File: config.mk
export PLATFORM = sky130hd
export DESIGN_NAME = bcd_to_binary
export DESIGN_NICKNAME = d
export VERILOG_FILES = /design/src/rtl/bcd_to_binary.sv
export SDC_FILE = /design/constraint.sdc
export NUM_CORES = 1
export LEC_CHECK = 0
export CAP_MARGIN = 20
export CORE_ASPECT_RATIO = 0.9
export CORE_UTILIZATION = 48
export CTS_CLUSTER_SIZE = 24
export DETAILED_ROUTE_END_ITERATION = 8
export PLACE_DENSITY = 0.75
export SYNTH_ARGS = -nofsm -noshare
export SYNTH_HDL_FRONTEND = slang
export SYNTH_SLANG_ARGS = --single-unit
File: constraint.sdc
create_clock -name clk -period 1.4 [get_ports clk]
set_clock_uncertainty 0.2 [all_clocks]
set_input_delay 0.21 -clock clk [delete_from_list [all_inputs] [get_ports clk]]
set_output_delay 0.21 -clock clk [all_outputs]
set_load 0.005 [all_outputs]
File: src/rtl/bcd_to_binary.sv
// rtl/bcd_to_binary.sv - sequential reverse double-dabble converter, 4-digit packed BCD to binary
// One shift-and-correct step per clock; start/busy/done handshake with an invalid-digit flag.
module bcd_to_binary #(
    parameter int OUT_W   = 15,
    parameter int N_SHIFT = 14
) (
    input  logic             clk,
    input  logic             rst,
    input  logic             start,
    input  logic [3:0]       thous,
    input  logic [3:0]       hundreds,
    input  logic [3:0]       tens,
    input  logic [3:0]       ones,
    output logic [OUT_W-1:0] binary,
    output logic             busy,
    output logic             done,
    output logic             err
);

    localparam int WORK_W = 14;
    localparam int CNT_W  = $clog2(N_SHIFT + 1);
    localparam logic [CNT_W-1:0] LAST_STEP = CNT_W'(N_SHIFT - 1);

    typedef enum logic {
        IDLE  = 1'b0,
        SHIFT = 1'b1
    } state_t;

    state_t              state_q;
    logic [15:0]         bcd_q;
    logic [15:0]         bcd_d;
    logic [WORK_W-1:0]   work_q;
    logic [WORK_W-1:0]   work_d;
    logic [CNT_W-1:0]    cnt_q;
    logic [OUT_W-1:0]    binary_q;
    logic                busy_q;
    logic                done_q;
    logic                err_q;
    logic [29:0]         shifted;
    logic                digit_bad;

    assign digit_bad = (thous > 4'd9) || (hundreds > 4'd9) || (tens > 4'd9) || (ones > 4'd9);

    // A nibble that picked up the low bit of its upper neighbour is worth 5, not 8: take 3 back off.
    always_comb begin
        shifted = {bcd_q, work_q} >> 1;
        work_d  = shifted[WORK_W-1:0];
        bcd_d   = shifted[29:WORK_W];
        for (int i = 0; i < 4; i++) begin
            if (bcd_d[4*i+3]) begin
                bcd_d[4*i +: 4] = bcd_d[4*i +: 4] - 4'd3;
            end
        end
    end

    always_ff @(posedge clk or negedge rst) begin
        if (!rst) begin
            state_q  <= IDLE;
            bcd_q    <= '0;
            work_q   <= '0;
            cnt_q    <= '0;
            binary_q <= '0;
            busy_q   <= 1'b0;
            done_q   <= 1'b0;
            err_q    <= 1'b0;
        end else begin
            done_q <= 1'b0;
            case (state_q)
                IDLE: begin
                    if (start) begin
                        bcd_q  <= {thous, hundreds, tens, ones};
                        work_q <= '0;
                        cnt_q  <= '0;
                        err_q  <= digit_bad;
                        if (digit_bad) begin
                            binary_q <= '0;
                            done_q   <= 1'b1;
                        end else begin
                            busy_q  <= 1'b1;
                            state_q <= SHIFT;
                        end
                    end
                end
                SHIFT: begin
                    bcd_q  <= bcd_d;
                    work_q <= work_d;
                    cnt_q  <= cnt_q + 1'b1;
                    if (cnt_q == LAST_STEP) begin
                        binary_q <= OUT_W'(work_d);
                        done_q   <= 1'b1;
                        busy_q   <= 1'b0;
                        state_q  <= IDLE;
                    end
                end
                default: state_q <= IDLE;
            endcase
        end
    end

    assign binary = binary_q;
    assign busy   = busy_q;
    assign done   = done_q;
    assign err    = err_q;

endmodule
# Word level (Yosys, flattened, before mapping)
# Index checks and enable logic that the tools add are counted.
[word_totals]
register_bits = 53
output_inout_bits = 18
elab_cells = 53
[op_classes]
add_sub_neg = 4
n_lt_le_gt_ge = 4
n_eq_ne = 5
mux = 25
bitwise_logic = 1
n_reduce_logical = 6
[ops]
columns = ["op", "count"]
rows = [
  ["$mux W15", 3],
  ["$pmux W16 S2", 1],
  ["$pmux W15 S2", 1],
  ["$pmux W14 S2", 1],
  ["$gt A4 B4 Y1 const B", 4],
  ["$mux W16", 1],
  ["$mux W4", 4],
  ["$mux W14", 1],
  ["$sub A4 B2 Y4 const B", 3],
  ["$mux W1", 9],
  ["$pmux W4 S2", 1],
  ["$ne A2 B2 Y1 const B", 3],
  ["$pmux W1 S2", 3],
  ["$reduce_and A3 Y1", 2],
  ["$add A4 B1 Y4 const B", 1],
  ["$eq A4 B4 Y1 const B", 1],
  ["$logic_or A1 B1 Y1", 3],
  ["$ne A2 B1 Y1 const B", 1],
  ["$reduce_and A2 Y1", 1],
  ["$not A1 Y1", 1],
]

# Longest topological paths before layout
[logic_depth]
ltp_word = 7
ltp_mapped = 7
mapped_depth_nobuf = 5

# Worst setup path after synthesis
# OpenSTA, ideal clock, no wires.
[synth_timing]
path_kind = "register to register"
from = "register cnt_q[0]"
to = "register binary_q[10] (netlist: binary[10])"
t_arrival_ps = 1174
required_time_ps = 1081
slack_ps = -93
stages_incl_launch_ff = 7
synth_period_minus_slack_ps = 1493
cell_sequence = "dfrtp_1 > ha_1 > and4_1 > buf_6 > buf_12 > nand2_1 > a21oi_2"
[synth_between]
elab_chain_cells = 3
[synth_lines]
columns = ["item", "line_no", "source"]
rows = [
  ["start, declared", "34", "logic [CNT_W-1:0] cnt_q;"],
  ["start signal, assigned", "87", "cnt_q <= cnt_q + 1'b1;"],
  ["$eq A4 B4 Y1", "88", "if (cnt_q == LAST_STEP) begin"],
  ["$ne A2 B1 Y1 (no line)", "--", ""],
  ["$reduce_and A3 Y1 (no line)", "--", ""],
  ["end signal, assigned", "89", "binary_q <= OUT_W'(work_d);"],
  ["end, declared", "35", "logic [OUT_W-1:0] binary_q;"],
]
# Every way passes these cells.
# A chain may end at the register's enable or synchronous reset.

# Final worst setup path
[layout_timing]
from = "register cnt_q[1]"
to = "register binary_q[8] (netlist: binary[8])"
# Same word-level chain as after synthesis.

==> metrics.txt <==
R2R cell count 6; Rows 24; Routed Antenna Nets 0; most frequent cells in the layout 50 x dfrtp_1, 39 x nand2_1, 25 x buf_4; maxcap violations 0; I/O Buffers 35; multi-input logic area 0.00122 sq mm; CP Data Arrival Time 1.49 ns; Max stage delay on crit path 0.40 ns; Power Density 1660 mW/mm^2; Initial Util 50.6%; R2R Setup Slk -0.05 ns; fin cells 370; dpl cell area 0.00303 sq mm; Period minus WS final 1.45 ns; Worst-Skew Late Latency approximately 0.30 ns; RSZ-0062 raised after global routing true; CTS root buf clkbuf_8; ant diodes 0; Worst Path Buf+Inv 2; delay-heaviest family, CP flip-flops; chip height 70.4 microns; slowest CP cell dfrtp_1; nets@finish 329; post-synthesis async set-or-reset flop share 100%; DIE AREA 0.00549 sq mm; largest net degree at the start of global routing 52; crit path capture type flop; hpwl dp between 3000 and 4000 microns; Yosys reg bits slightly above 50; Setup CP Type flop to flop; layer with the highest usage met2; Warnings, synthesis 0; aggregate global routing overflow 0; Placement Setup Slack -0.410 ns; Util after Layout 67.9%; sequential share of the synthesized area about half; clock transition at the registers of the reported paths approximately 0.090 ns; Fin Hold WS roughly 0.22 ns; commonest non-fill, non-tap cell in the layout dfrtp_1; average cell area after synthesis approximately 10 sq um; Critical Path Start Type flop; Cell Chain, Critical Path inv_2 -> ha_4 -> and4_4 -> buf_12 -> nand2_2 -> a21oi_2; DR iter-0 viols 124; final-layout fill cell count about 380; Pwr Total around 5.5 mW; GR Layer Usage met3 approximately 3.8%; CTS sink count 51; max-slew violations 0; RD Place Congestion 0.804; Bufs on Longest Clock Path 2; Final Hold Vio Count 0; Mapped Cells 245; Post-synth top flop dfrtp_1; CP max FO 5; CORE AREA 0.00492 sq mm; Critical Path RT ~1.4 ns; area grow syn2layout 34.0%; total iterations of the first detailed-routing run 4; M1 GR Usage 27.1%; register area 0.00128 sq mm; io pins 37; Synth cell types 34; violated checks negative setup slack; vias post-DR approximately 1,900; WL final 5100 microns; critical path startpoint cnt_q[1]$_DFFE_PN0P_; Pleak 1.60 nW; Die X 78.0 microns; CTS tree built; GR Util met2 between 30% and 40%; H-tree depth 2; setup TNS -0.473 ns; global-route usage over all layers between 10% and 20%; first-pass GRT wire length 8590 microns; dpl cells between 300 and 400; reg-to-reg endpoint binary[8]$_DFFE_PN0P_; Final Worst Setup Slack -0.0528 ns; # DRC 0; Post-synth EDFFs 0; final setup fails 15; Worst VDD drop 1.05 mV; syn_nets between 200 and 300; detailed-route vias per instance 5.22; DR WL/cell 13.8 microns; Peak Freq slightly below 0.7 GHz; Cell Area, Synth around 0.0025 sq mm; Hold/Removal Path Class primary input to async pin; status complete, but fails checks; fraction of layout cells with a size suffix above 1 a little over a quarter; final worst path period share 104%; CTS buffer count 5; initial antenna violation count 0; vias in the first global route between 1,500 and 2,000; worst reg2reg path startpoint cnt_q[1]$_DFFE_PN0P_; final instance area 0.00334 sq mm
cells in the mapped netlist (3+ instances only):
library cell  number  area (sq um)
xor2_1             4          35.0
buf_4              3          22.5
buf_6              3          33.8
o21ai_0           16          80.1
nand2_1           53           199
mux2i_1           14           140
buf_2              6          30.0
a21oi_1           13          65.1
dfrtp_1           51          1280
xnor2_1            4          35.0
a21oi_2           10          87.6
nor2b_1            8          50.1
o22ai_1            3          18.8
a211oi_1           6          45.0
o21ai_1           10          50.1
ha_1               5          62.6
nand2b_1          15          93.8
what timing repair did:
action,in CTS,in global routing
hold buffers,1,0
setup endpoints to repair,44,31
pin swaps,10,15
hold endpoints to repair,51,0
gates resized for setup,44,21
gates cloned,1,0
setup buffers,6,2
power by group:
group | total [mW] | switching (mW) | internal, mW
combinational | 2.07 | 0.971 | 1.10
sequential | 2.49 | 0.520 | 1.97
clock | 0.984 | 0.460 | 0.524
total | 5.54 | 1.95 | 3.59
cells by family after synthesis:
| group | synth area share, % |
|---|---|
| AO/OA/AOI/OAI | 15.2 |
| multiplexers | 6.07 |
| buffers and inverters | 5.32 |
| other | 0.150 |
| XOR/XNOR | 2.81 |
| flip-flops | 51.2 |
| AND/OR/NAND/NOR | 16.8 |
| adder cells (fa/ha/maj) | 2.51 |
state kept, by name, indices dropped and copies added (netlist names):
signal	count
bcd_q	16
cnt_q	4
busy	1
err	1
binary	14
state_q	1
work_q	13
done	1
worst max path at each step:
stage | to | depth (start not counted)
after floorplan | binary[3]$_DFFE_PN0P_ | 7
after global placement | bcd_q[6]$_DFFE_PN0P_ | 5
after detailed placement | bcd_q[6]$_DFFE_PN0P_ | 5
after CTS | binary[2]$_DFFE_PN0P_ | 7
after global routing | binary[7]$_DFFE_PN0P_ | 6
final | binary[8]$_DFFE_PN0P_ | 6
final cells by class:
| class | instances | area share (%) |
|---|---|---|
| flip-flops and latches | 51 | 38.2 |
| multi-input cells | 177 | 36.6 |
| repair buffers | 69 | 19.5 |
| well taps | 65 | 2.43 |
| clock buffers | 6 | 2.17 |
| clock inverters | 1 | 0.899 |
| inverters | 1 | 0.112 |
routing by layer:
layer | wire (microns) | up-vias
li1 | - | 944
met1 | 2370 | 954
met2 | 2510 | 23
met3 | 130 | 12
met4 | 91 | 0
met5 | 0 | -
worst reg2reg max path: cells and delay by family (launching register included):
family | cells | cell delay [ns]
and+or+nand+nor | 2 | 0.33
buffers and inverters | 2 | 0.22
adders and majority gates | 1 | 0.13
AOI/OAI and AO/OA | 1 | 0.12
DFF | 1 | 0.40
No activity file was read; power rests on OpenSTA's default activity.
